[src/rtl/spi_word_feeder.sv]
// Buffers 32-bit command words and launches them one at a time into the SPI master. Write-to-enable is 2 cycles.
// Writes while full are dropped and flagged; SPI_CS paces launches, with a programmable gap and a start watchdog.
module spi_word_feeder #(
  parameter int DEPTH      = 8,
  parameter int GAP_CYCLES = 2,
  parameter int TIMEOUT    = 15
) (
  input  logic                   clk,
  input  logic                   reset,
  input  logic                   wr_en,
  input  logic [31:0]            wr_data,
  output logic                   full,
  output logic                   empty,
  output logic [$clog2(DEPTH):0] level,
  output logic [31:0]            ToSPI,
  output logic                   enable,
  input  logic                   SPI_CS,
  output logic                   busy,
  output logic                   overflow,
  output logic                   timeout_err,
  input  logic                   clr_err
);
  localparam int AW = $clog2(DEPTH);
  localparam int LW = AW + 1;
  localparam int TW = (TIMEOUT < 1) ? 1 : $clog2(TIMEOUT + 1);
  localparam int GW = (GAP_CYCLES < 1) ? 1 : $clog2(GAP_CYCLES + 1);

  typedef enum logic [2:0] {
    IDLE      = 3'd0,
    LAUNCH    = 3'd1,
    WAIT_BUSY = 3'd2,
    WAIT_DONE = 3'd3,
    GAP       = 3'd4
  } state_t;

  state_t        state, state_nxt;
  logic [31:0]   mem [DEPTH];
  logic [AW-1:0] wr_ptr, rd_ptr;
  logic [TW-1:0] to_cnt, to_cnt_nxt;
  logic [GW-1:0] gap_cnt, gap_cnt_nxt;
  logic [LW-1:0] level_nxt;
  logic          push, pop, to_evt, ovf_evt;

  // full is the registered value, so a write on the edge that frees a slot is still dropped
  assign push    = wr_en && !full;
  assign ovf_evt = wr_en && full;

  always_comb begin
    state_nxt   = state;
    to_cnt_nxt  = to_cnt;
    gap_cnt_nxt = gap_cnt;
    pop         = 1'b0;
    to_evt      = 1'b0;
    unique case (state)
      IDLE: begin
        if (!empty) begin
          pop       = 1'b1;
          state_nxt = LAUNCH;
        end
      end
      LAUNCH: begin
        to_cnt_nxt = '0;
        state_nxt  = WAIT_BUSY;
      end
      WAIT_BUSY: begin
        if (!SPI_CS) begin
          state_nxt = WAIT_DONE;
        end else if (to_cnt == TW'(TIMEOUT)) begin
          // the word is abandoned, never retried
          to_evt    = 1'b1;
          state_nxt = IDLE;
        end else begin
          to_cnt_nxt = to_cnt + TW'(1);
        end
      end
      WAIT_DONE: begin
        if (SPI_CS) begin
          if (GAP_CYCLES == 0) begin
            state_nxt = IDLE;
          end else begin
            gap_cnt_nxt = GW'(GAP_CYCLES);
            state_nxt   = GAP;
          end
        end
      end
      GAP: begin
        gap_cnt_nxt = gap_cnt - GW'(1);
        if (gap_cnt <= GW'(1)) state_nxt = IDLE;
      end
      default: state_nxt = IDLE;
    endcase
  end

  always_comb begin
    level_nxt = level;
    case ({push, pop})
      2'b10:   level_nxt = level + LW'(1);
      2'b01:   level_nxt = level - LW'(1);
      default: level_nxt = level;
    endcase
  end

  always_ff @(posedge clk) begin
    if (push) mem[wr_ptr] <= wr_data;
  end

  always_ff @(posedge clk or negedge reset) begin
    if (!reset) begin
      state       <= IDLE;
      wr_ptr      <= '0;
      rd_ptr      <= '0;
      level       <= '0;
      full        <= 1'b0;
      empty       <= 1'b1;
      ToSPI       <= '0;
      enable      <= 1'b0;
      busy        <= 1'b0;
      overflow    <= 1'b0;
      timeout_err <= 1'b0;
      to_cnt      <= '0;
      gap_cnt     <= '0;
    end else begin
      state   <= state_nxt;
      to_cnt  <= to_cnt_nxt;
      gap_cnt <= gap_cnt_nxt;
      if (push) wr_ptr <= wr_ptr + AW'(1);
      if (pop) begin
        rd_ptr <= rd_ptr + AW'(1);
        ToSPI  <= mem[rd_ptr];
      end
      level       <= level_nxt;
      full        <= (level_nxt == LW'(DEPTH));
      empty       <= (level_nxt == '0);
      enable      <= (state_nxt == LAUNCH);
      busy        <= (state_nxt != IDLE);
      overflow    <= ovf_evt || (overflow && !clr_err);
      timeout_err <= to_evt || (timeout_err && !clr_err);
    end
  end

endmodule
[config.mk]
export PLATFORM = sky130hd
export DESIGN_NAME = spi_word_feeder
export DESIGN_NICKNAME = d
export VERILOG_FILES = /design/src/rtl/spi_word_feeder.sv
export SDC_FILE = /design/constraint.sdc
export NUM_CORES = 1
export LEC_CHECK = 0
export CAP_MARGIN = 5
export CORE_ASPECT_RATIO = 1.1
export CORE_UTILIZATION = 30
export CTS_CLUSTER_DIAMETER = 60
export CTS_CLUSTER_SIZE = 8
export DETAILED_ROUTE_END_ITERATION = 8
export DONT_BUFFER_PORTS = 1
export GPL_ROUTABILITY_DRIVEN = 0
export PLACE_DENSITY = 0.41
export SLEW_MARGIN = 10
export SYNTH_ARGS = -nofsm -noshare
export SYNTH_HDL_FRONTEND = slang
export SYNTH_SLANG_ARGS = --single-unit
[constraint.sdc]
create_clock -name clk -period 8.13 [get_ports clk]
set_clock_uncertainty 0.2 [all_clocks]
set_input_delay 1.626 -clock clk [delete_from_list [all_inputs] [get_ports clk]]
set_output_delay 1.626 -clock clk [all_outputs]
set_load 0.05 [all_outputs]
==> qor.txt <==
Status = complete, no violations
Worst VDD drop = 0.0003235 V
CTS Buffer Depth = 3
WHS Path Cells = 2
Post-Synthesis Cells = 607
CP Capture Type = flip-flop
Fin worst setup slack = 4.146 ns
Register area share after synthesis = 0.7643
Antenna violations before repair = 0
Final wirelength = 25,490 um
Crit Path Class = primary input to flip-flop
CTS hold repair buffers = 0
Initial Util = 0.3044
Vias in the first global route = 6,135
Final period util = 0.4901
Lkg Pwr = 4.690 nW
Reg2reg path depth = 10
Number of synthesized flops with an enable pin = 256
Min Tclk post-route = 3.984 ns
WP data arrival = 4.24 ns
Global route overflow = 0
Compound-cell area share of the yosys netlist = 0.02466
MaxCap Viol Count = 0
Ys async rst share = 0.1821
CTS Sinks = 313
Starting DRT DRC Count = 259
Largest family of logic cells by synthesized area = multiplexers
ANT cells = 0
Clock transition at the registers of the reported paths = 0.05 ns
Critical Path Source Type = primary input
Measured slew at the worst slew-check pin = 1.082 ns
Min-delay src = to_cnt[3]$_DFFE_PN0P_
Crit-path max FO = 8
Antenna-violating nets left = 0
Reg2reg start = full$_DFF_PN0_
Placeable Area = 0.03918 mm^2
Worst slack, placed = 3.593 ns
Metal2 WL = 12,840 um
Highest-count cells in the layout ignoring fill and taps = 256 x edfxtp_1, 64 x mux4_2, 53 x dfrtp_1
Yosys reg bits = 313
Min-delay worst type = flip-flop to flip-flop
Syn_nets = 649
Highest routed layer = met4
Hold Path Sink = to_cnt[3]$_DFFE_PN0P_
Total CTS buffers = 47
RR Endpoint = empty$_DFF_PN1_
XOR/XNOR Fraction of Synth Area = 0.007240
Hold slack final = 0.3697 ns
Ys Warns = 0
Worst-Skew Late Latency = 0.55 ns
Wire length per cell = 21.56 um
Buffers on Ports = 0
Post-Synth Simple-Gate Area = 0.03462
DIE AREA = 0.04055 mm^2
Die W = 192.1 um
Setup tns final = 0 ns
Avg Cell Area, Syn = 19.65 um^2
RSZ-0062 raised after global routing = no
Met1 wire length = 10,730 um
Clock tree from TritonCTS = yes
Final Max Slew Viols = 0
Synthesized area = 0.01193 mm^2
First-pass GRT wire length = 38,470 um
H-tree depth = 2
Fin. Hold Viols = 0
DRC errors left = 0
Row count = 76
Die height = 211.1 um
Fraction of synthesized area in multiplexers = 0.1487
Nets = 680
Top Ports = 79
Final setup viols = 0
Largest net degree at the start of global routing = 73
Clock Tree Root = clkbuf_16
Crit path required time = 8.38 ns
Max-slew headroom = 0.2784
DR vias/cell = 4.744
Highest clock rate = 0.2510 GHz
Worst R2R Setup Slack = 4.59 ns
Power Dens Cells = 406.0 mW/mm^2
Vias = 5,607
Post-DP HPWL = 14,570 um
Adder-cell share of the synthesized area = 0.005246
Layout cells sized above 1 = 0.2237
Router iterations before antenna repair = 4
Layout Area Growth over Synthesis = 16.79%
DR WL met3 = 1240 um
Design Power = 5.654 mW
Post-synthesis cell type count = 41
Most common cell after layout, fill and taps aside = edfxtp_1
GRT Overall Usage = 0.1302
Main flop type after synthesis = edfxtp_1
Gates resized, CTS repair = 0
Post-CTS setup buffer count = 0
[flip-flops by register name, indices dropped and copies added (netlist names)]
name         flops
ToSPI           32
busy             1
empty            1
enable           1
full             1
gap_cnt          2
level            4
mem            256
overflow         1
rd_ptr           3
state            3
timeout_err      1
to_cnt           4
wr_ptr           3
[metrics by stage]
| stage | instances | cell area, um^2 | utilization |
|---|---|---|---|
| after global routing | 1182 | 13930 | 0.3555 |
| after floorplan | 607 | 11930 | - |
| after detailed placement | 1096 | 12580 | 0.3210 |
| after CTS | 1182 | 13930 | 0.3555 |
| after global placement | 1096 | 12580 | 0.3210 |
| final | 1182 | 13930 | 0.3555 |
[metal layers]
layer,GRT usage,vias to the layer above
met2,0.2223,114
met3,0.03207,52
met4,0.04860,0
met5,0,-
li1,-,2477
met1,0.1584,2964
[area by class of cell]
class / instances / area (um^2)
fill: 3632 / 25250
sequential: 313 / 9124
multi-input combinational: 252 / 2674
clock buffer: 78 / 1292
tap: 507 / 634.4
timing repair buffer: 14 / 105.1
clock inverter: 8 / 58.81
inverter: 10 / 38.79
[cell families after synthesis]
group           after synthesis
mux                          97
flops                       313
buf+inv                      42
simple gates                 87
fa+ha+maj                     5
compound gates               54
xor+xnor                      9
[synthesized netlist by cell type (2+ instances only)]
cell type,count,area (um^2)
edfxtp_1,256,7687
nor3b_1,6,45.04
a21oi_1,6,30.03
buf_6,2,22.52
mux4_2,64,1441
dfrtp_1,56,1401
xnor2_1,7,61.31
nand3_1,3,15.01
clkbuf_1,19,71.32
mux2i_1,32,320.3
buf_1,5,18.77
inv_1,8,30.03
ha_1,5,62.56
o21ai_0,37,185.2
nand2_1,50,187.7
or3_1,2,12.51
nor2_1,8,30.03
a31oi_1,2,12.51
nand2b_1,2,12.51
nor3_1,6,30.03
nand4_1,2,12.51
o22ai_1,4,25.02
nor2b_1,2,12.51
buf_2,6,30.03
[where the power goes]
group | switching (mW) | internal (mW)
combinational | 0.607 | 0.571
sequential | 0.631 | 2.09
clock | 0.679 | 1.08
[critical path: stages]
cell and delay (ns):
nor2b_1 0.55, clkinv_1 0.51, nand2_1 0.18, xnor2_1 0.08
ha_1 0.20, a21oi_1 0.21, nor3_1 0.08, or3b_4 0.41
xnor2_2 0.15, nor3b_1 0.23
[worst max path at each step]
| stage | startpoint | endpoint | slack [ns] | cells past startpoint |
|---|---|---|---|---|
| 2_1_floorplan | wr_en | mem[1][0]$_DFFE_PP_ | 1.77 | 4 |
| 3_3_place_gp | wr_en | empty$_DFF_PN1_ | 3.68 | 10 |
| 3_5_place_dp | wr_en | empty$_DFF_PN1_ | 3.59 | 10 |
| 4_1_cts | wr_en | empty$_DFF_PN1_ | 4.15 | 10 |
| 5_1_grt | wr_en | empty$_DFF_PN1_ | 3.92 | 10 |
| 6_report | wr_en | empty$_DFF_PN1_ | 4.15 | 10 |
No activity file was read; power rests on OpenSTA's default activity.
